`src/rtl/pipe_pkg.sv`:
```
// Shared pipeline types: data width, register-class tags, fpoint encodings
// and control-field bit positions for the ID/EX stage.
package pipe_pkg;

    localparam int DATA_W = 32;
    localparam int REG_W  = 5;
    localparam int CTRL_W = 4;

    localparam logic CLS_INT = 1'b0;
    localparam logic CLS_FP  = 1'b1;

    // Only FPT_FP reads FP sources; bit 0 alone selects the destination file.
    typedef enum logic [1:0] {
        FPT_INT     = 2'd0,
        FPT_FP      = 2'd1,
        FPT_INT_ALT = 2'd2,
        FPT_TO_FP   = 2'd3
    } fpoint_e;

    localparam int CTRL_MEMREAD  = 3;
    localparam int CTRL_REGWRITE = 2;
    localparam int CTRL_FPT_HI   = 1;
    localparam int CTRL_FPT_LO   = 0;

    typedef struct packed {
        logic             cls;
        logic [REG_W-1:0] num;
    } reg_tag_t;

    function automatic logic src_cls(input logic [CTRL_W-1:0] ctrl);
        return (ctrl[CTRL_FPT_HI:CTRL_FPT_LO] == FPT_FP) ? CLS_FP : CLS_INT;
    endfunction

    function automatic logic dst_cls(input logic [CTRL_W-1:0] ctrl);
        return ctrl[CTRL_FPT_LO] ? CLS_FP : CLS_INT;
    endfunction

endpackage

```
`src/rtl/fwd_select.sv`:
```
// Per-source match and priority selection. With ID_EX_FORWARD_EN defined it
// forwards EX/MEM then MEM/WB and flags load-use; otherwise it flags any match.
module fwd_select
    import pipe_pkg::*;
(
    input  reg_tag_t          src_tag_i,
    input  logic              idex_we_i,
    input  logic              idex_memread_i,
    input  reg_tag_t          idex_tag_i,
    input  logic              exmem_we_i,
    input  reg_tag_t          exmem_tag_i,
    input  logic [DATA_W-1:0] exmem_result_i,
    input  logic              memwb_we_i,
    input  reg_tag_t          memwb_tag_i,
    input  logic [DATA_W-1:0] memwb_result_i,
    input  logic [DATA_W-1:0] bus_i,
    output logic [DATA_W-1:0] operand_o,
    output logic              hazard_o
);

    logic idex_hit;
    logic exmem_hit;
    logic memwb_hit;

    // Class and number must both agree; register 0 is not special.
    assign idex_hit  = idex_we_i  && (idex_tag_i  == src_tag_i);
    assign exmem_hit = exmem_we_i && (exmem_tag_i == src_tag_i);
    assign memwb_hit = memwb_we_i && (memwb_tag_i == src_tag_i);

`ifdef ID_EX_FORWARD_EN
    always_comb begin
        // NOTE: default first so every path assigns operand_o and no latch is inferred.
        operand_o = bus_i;
        if (exmem_hit) begin
            operand_o = exmem_result_i;
        end else if (memwb_hit) begin
            operand_o = memwb_result_i;
        end
    end

    assign hazard_o = idex_hit && idex_memread_i;
`else
    logic unused_fwd;
    assign unused_fwd = ^{idex_memread_i, exmem_result_i, memwb_result_i};

    assign operand_o = bus_i;
    assign hazard_o  = idex_hit || exmem_hit || memwb_hit;
`endif

endmodule

```
`src/rtl/id_ex_stage.sv`:
```
// ID/EX pipeline register with operand resolution, hazard stall and a
// saturating stall counter. Optional feature macro: ID_EX_FORWARD_EN.
module id_ex_stage
    import pipe_pkg::*;
#(
    parameter int CNT_W = 16
) (
    input  logic              clk,
    input  logic              rst_n,
    input  logic              flush,
    input  logic              id_valid,
    input  logic [REG_W-1:0]  id_rs,
    input  logic [REG_W-1:0]  id_rt,
    input  logic [REG_W-1:0]  id_rw,
    input  logic [CTRL_W-1:0] id_ctrl,
    input  logic [DATA_W-1:0] id_imm,
    input  logic [DATA_W-1:0] busA,
    input  logic [DATA_W-1:0] busB,
    input  logic              exmem_we,
    input  logic [REG_W:0]    exmem_tag,
    input  logic [DATA_W-1:0] exmem_result,
    input  logic              memwb_we,
    input  logic [REG_W:0]    memwb_tag,
    input  logic [DATA_W-1:0] memwb_result,
    output logic              stall_out,
    output logic              ex_valid,
    output logic [DATA_W-1:0] ex_opA,
    output logic [DATA_W-1:0] ex_opB,
    output logic [DATA_W-1:0] ex_imm,
    output logic [REG_W-1:0]  ex_rw,
    output logic [CTRL_W-1:0] ex_ctrl,
    output logic [CNT_W-1:0]  stall_count
);

    logic              ex_valid_q, ex_valid_d;
    logic [DATA_W-1:0] ex_opa_q, ex_opa_d;
    logic [DATA_W-1:0] ex_opb_q, ex_opb_d;
    logic [DATA_W-1:0] ex_imm_q, ex_imm_d;
    logic [REG_W-1:0]  ex_rw_q, ex_rw_d;
    logic [CTRL_W-1:0] ex_ctrl_q, ex_ctrl_d;
    logic [CNT_W-1:0]  cnt_q, cnt_d;

    reg_tag_t          src_a_tag, src_b_tag, idex_tag;
    logic              idex_we;
    logic [DATA_W-1:0] opa_res, opb_res;
    logic              haz_a, haz_b;

    assign src_a_tag = {src_cls(id_ctrl), id_rs};
    assign src_b_tag = {src_cls(id_ctrl), id_rt};
    assign idex_tag  = {dst_cls(ex_ctrl_q), ex_rw_q};
    assign idex_we   = ex_valid_q && ex_ctrl_q[CTRL_REGWRITE];

    fwd_select u_fwd_a (
        .src_tag_i      (src_a_tag),
        .idex_we_i      (idex_we),
        .idex_memread_i (ex_ctrl_q[CTRL_MEMREAD]),
        .idex_tag_i     (idex_tag),
        .exmem_we_i     (exmem_we),
        .exmem_tag_i    (reg_tag_t'(exmem_tag)),
        .exmem_result_i (exmem_result),
        .memwb_we_i     (memwb_we),
        .memwb_tag_i    (reg_tag_t'(memwb_tag)),
        .memwb_result_i (memwb_result),
        .bus_i          (busA),
        .operand_o      (opa_res),
        .hazard_o       (haz_a)
    );

    fwd_select u_fwd_b (
        .src_tag_i      (src_b_tag),
        .idex_we_i      (idex_we),
        .idex_memread_i (ex_ctrl_q[CTRL_MEMREAD]),
        .idex_tag_i     (idex_tag),
        .exmem_we_i     (exmem_we),
        .exmem_tag_i    (reg_tag_t'(exmem_tag)),
        .exmem_result_i (exmem_result),
        .memwb_we_i     (memwb_we),
        .memwb_tag_i    (reg_tag_t'(memwb_tag)),
        .memwb_result_i (memwb_result),
        .bus_i          (busB),
        .operand_o      (opb_res),
        .hazard_o       (haz_b)
    );

    assign stall_out = (haz_a || haz_b) && id_valid && !flush;

    always_comb begin
        ex_valid_d = id_valid;
        ex_opa_d   = opa_res;
        ex_opb_d   = opb_res;
        ex_imm_d   = id_imm;
        ex_rw_d    = id_rw;
        ex_ctrl_d  = id_ctrl;
        // Flush and stall both insert a bubble; data fields keep their old values.
        if (flush || stall_out) begin
            ex_valid_d = 1'b0;
            ex_ctrl_d  = '0;
            ex_opa_d   = ex_opa_q;
            ex_opb_d   = ex_opb_q;
            ex_imm_d   = ex_imm_q;
            ex_rw_d    = ex_rw_q;
        end

        cnt_d = cnt_q;
        if (stall_out && (cnt_q != '1)) begin
            cnt_d = cnt_q + CNT_W'(1);
        end
    end

    // NOTE: non-blocking assignments so every register samples pre-edge values.
    always_ff @(posedge clk or negedge rst_n) begin
        if (!rst_n) begin
            ex_valid_q <= 1'b0;
            ex_opa_q   <= '0;
            ex_opb_q   <= '0;
            ex_imm_q   <= '0;
            ex_rw_q    <= '0;
            ex_ctrl_q  <= '0;
            cnt_q      <= '0;
        end else begin
            ex_valid_q <= ex_valid_d;
            ex_opa_q   <= ex_opa_d;
            ex_opb_q   <= ex_opb_d;
            ex_imm_q   <= ex_imm_d;
            ex_rw_q    <= ex_rw_d;
            ex_ctrl_q  <= ex_ctrl_d;
            cnt_q      <= cnt_d;
        end
    end

    assign ex_valid    = ex_valid_q;
    assign ex_opA      = ex_opa_q;
    assign ex_opB      = ex_opb_q;
    assign ex_imm      = ex_imm_q;
    assign ex_rw       = ex_rw_q;
    assign ex_ctrl     = ex_ctrl_q;
    assign stall_count = cnt_q;

endmodule

```
`config.mk`:
```
export PLATFORM = sky130hd
export DESIGN_NAME = id_ex_stage
export DESIGN_NICKNAME = d
export VERILOG_FILES = /design/src/rtl/pipe_pkg.sv /design/src/rtl/fwd_select.sv /design/src/rtl/id_ex_stage.sv
export SDC_FILE = /design/constraint.sdc
export NUM_CORES = 1
export LEC_CHECK = 0
export CAP_MARGIN = 10
export CORE_AREA = 4 4 121 123
export CTS_BUF_LIST = sky130_fd_sc_hd__clkbuf_4
export CTS_CLUSTER_SIZE = 25
export DETAILED_ROUTE_END_ITERATION = 7
export DIE_AREA = 0 0 125 127
export GPL_TIMING_DRIVEN = 1
export PLACE_DENSITY = 0.94
export SETUP_SLACK_MARGIN = 0.1
export SLEW_MARGIN = 20
export SYNTH_ARGS = -nofsm -noshare
export SYNTH_HDL_FRONTEND = slang
export SYNTH_SLANG_ARGS = --single-unit
```
`constraint.sdc`:
```
create_clock -name clk -period 3.45 [get_ports clk]
set_clock_uncertainty 0.2 [all_clocks]
set_input_delay 0.69 -clock clk [delete_from_list [all_inputs] [get_ports clk]]
set_output_delay 0.69 -clock clk [all_outputs]
set_load 0.01 [all_outputs]
```
==> qor.txt <==
Switching Fraction: 0.251
Most common cell on crit path: nand4_1
FF+latch count, synth: 122
CP cell instances: clkdlybuf4s50_1, and2b_2, mux2i_2, nand4_1, nand4_1, a41oi_2, nor2_1, clkdlybuf4s15_1
DRC violations left: 0
Logic pwr share: 0.247
RSZ-0062 raised after global routing: false
core area: 13700 sq um
Non-Filler Cell Area, Final: 8490 sq um
pwr/cell area: 431 nW/um^2
GPL Wtd Cong: 0.989
CP max stage delay: 0.42 ns
Worst-Margin Slew: 0.635 ns
clock share of power: 0.297
WL/cell: 17.8 microns
I/O Pins: 320
worst hold slack: 0.302 ns
post-synth top area share: 0.576
port buffer count: 255
top cells by area, synth: dfrtp_1 58%, mux2_4 13%, mux2_2 12%
vias per cell: 4.76
Ant. Diodes: 0
static leakage: 3.69 nW
GRT Residual Overflow: 0
Rel. slew slack: 0.577
Syn Nets: 553
nets: 832
Pint: 2.74 mW
Initial Utilization: 0.388
worst hold path class: reg2reg
Psw: 0.919 mW
largest net degree at the start of global routing: 61
R2R setup slack: 0.84 ns
final wirelength: 14700 microns
number of setup buffers added after CTS: 0
CP top delay family: simple AND/OR/NAND/NOR gates
FF-to-FF End: ex_opB[2]$_DFFE_PN0N_
Final Util: 0.621
WHS Path Cells: 1
clock latency on the worst-skew pair: 0.50 ns
DR iter-0 viols: 161
Synth Cell Area: 5300 sq um
layout cells sized above 1: 0.240
final slew viol count: 0
Reg power frac: 0.456
WS Path Type: in2out
Cell variety after synth: 30
routed vias: 3931
CTS H-tree lvls: 4
peak supply drop: 0.310 mV
hold worst-path end: stall_count[15]$_DFFE_PN0P_
Post-DRT Antenna Nets: 0
final cycle utilization of the critical path: 0.949
die area: 15900 sq um
Die Width: 125 microns
synthesized instance count: 355
Final Hold Violating Endpoints: 0
Slowest-stage cell, CP: clkdlybuf4s50_1
Root Buffer: clkbuf_4
status: finished clean
Crit path buffers/inverters: 2
dominant synthesized flop cell: dfrtp_1
number of warning messages in the yosys log: 0
post-synth top area cell: dfrtp_1
initial antenna violation count: 0
CTS tree: built
fillers: 1043
Critical R2R Launch: ex_rw[1]$_DFFE_PN0N_
Worst EP required: 2.56 ns
Global Route Usage Sum: 0.184
TritonCTS Buffers: 17
Seq/Total Area, Yosys: 0.576
Crit path arrival time: 2.38 ns
MaxCap Viol Count: 0
async set-reset flop share out of synthesis: 1.00
Area Overhead vs Synth: 60.1%
final setup fails: 0
min-delay src: stall_count[15]$_DFFE_PN0P_
Die Ht: 127 microns
clock transition at the registers of the reported paths: 0.10 ns
Post-synth EDFFs: 0
global-route wire length before repair: 23200 microns
drt first pass iters: 4
clk sink count: 122
row cnt: 43
CP startpoint kind: primary input
Max clock buf depth: 2
Final min period: 3.27 ns
setup TNS: 0 ns
DP HPWL: 11300 microns
crit end category: output pin
FMAX: 305 MHz
worst-path fanout max: 3
Placement Cell Area: 8150 sq um
Post-Syn Area per Cell: 14.9 sq um
FF-to-FF path depth: 10
vias in the first global route: 4542
[worst max-delay path by stage]
| stage | start | to | cells after the start |
|---|---|---|---|
| final | id_ctrl[1] | stall_out | 8 |
| after global routing | id_ctrl[1] | stall_out | 8 |
| after CTS | id_ctrl[1] | stall_out | 8 |
| after detailed placement | id_rs[4] | stall_out | 7 |
| after global placement | id_rs[4] | stall_out | 7 |
| after floorplan | id_ctrl[1] | stall_out | 7 |
[registers in the layout, summed over array words and instances, names as in the netlist]
signal       flops
ex_ctrl          4
ex_opB          32
stall_count     16
ex_valid         1
ex_rw            5
ex_imm          32
ex_opA          32
[cells in the mapped netlist, types with 2 or more instances]
cell type and instances:
and2_1 4, buf_2 5, buf_6 7, dfrtp_1 122, inv_1 2, mux2_2 56, mux2_4 46, mux2i_1 2
nand2_1 13, nand2b_1 3, nand3_1 5, nand4_1 8, nor2_1 9, nor3_1 10, nor3b_1 4, xnor2_1 14
xor2_1 32
[final cells by class]
type                       count  area, sq um  share of cell area
clock inverter                10          151              0.0178
clock buffer                  20          150              0.0177
sequential                   122         3050               0.360
tap                          180          225              0.0265
multi-input combinational    217         2150               0.254
timing repair buffer         274         2750               0.324
inverter                       2         7.51            0.000884
[logic make-up after synthesis]
logic type                 share of synthesized area
AOI/OAI and AO/OA                            0.00826
xor gates and xnor gates                      0.0760
adders and majority gates                    0.00236
buffers and inverters                         0.0231
DFF                                            0.576
muxes                                          0.253
and+or+nand+nor                               0.0616
[power by group through the flow]
stage	sequential, mW	clock, mW	combinational, mW
global route	1.69	1.18	0.959
global placement	1.69	0	0.880
floorplan	1.75	0	0.275
detailed placement	1.70	0	0.905
finish	1.67	1.09	0.904
CTS	1.67	1.12	0.913
[per-layer routing]
metal / global-route usage / share of wire / routed length, microns
met2: 0.329 / 0.53 / 7800
met4: 0.0829 / 0.029 / 430
met1: 0.194 / 0.37 / 5390
met3: 0.0656 / 0.074 / 1090
met5: 0 / 0 / 0
[placed cells by master (no fill, tap or decap), types with 2 or more instances in the layout]
cell and instances:
buf_12 4, dfrtp_1 122, nand3_1 5, and2_1 4, buf_4 15, nand4_1 8
nor3b_1 4, inv_1 2, nor3_1 9, nand2_1 13, clkbuf_4 20, bufinv_16 4
mux2_4 46, nand2b_1 3, clkdlybuf4s50_1 252, xor2_1 32, clkinvlp_4 2, nor2_1 9
clkinv_1 3, mux2_2 56, xnor2_1 14
[per-stage QoR]
stage / power [mW] / setup WS (ns) / cells
2_1_floorplan: 2.03 / 0.593 / 355
3_3_place_gp: 2.57 / -0.0946 / 794
3_5_place_dp: 2.60 / -0.116 / 794
4_1_cts: 3.71 / 0.185 / 825
5_1_grt: 3.84 / 0.0646 / 825
6_report: 3.66 / 0.176 / 825
[what timing repair did]
action                                  CTS  global route
gates cloned                              0             0
endpoints found under the setup margin    1             1
hold endpoints to repair                 48             0
pin swaps                                 1             0
gates resized for setup                   2             5
hold buffers                              1             0
No activity file was read; power rests on OpenSTA's default activity.
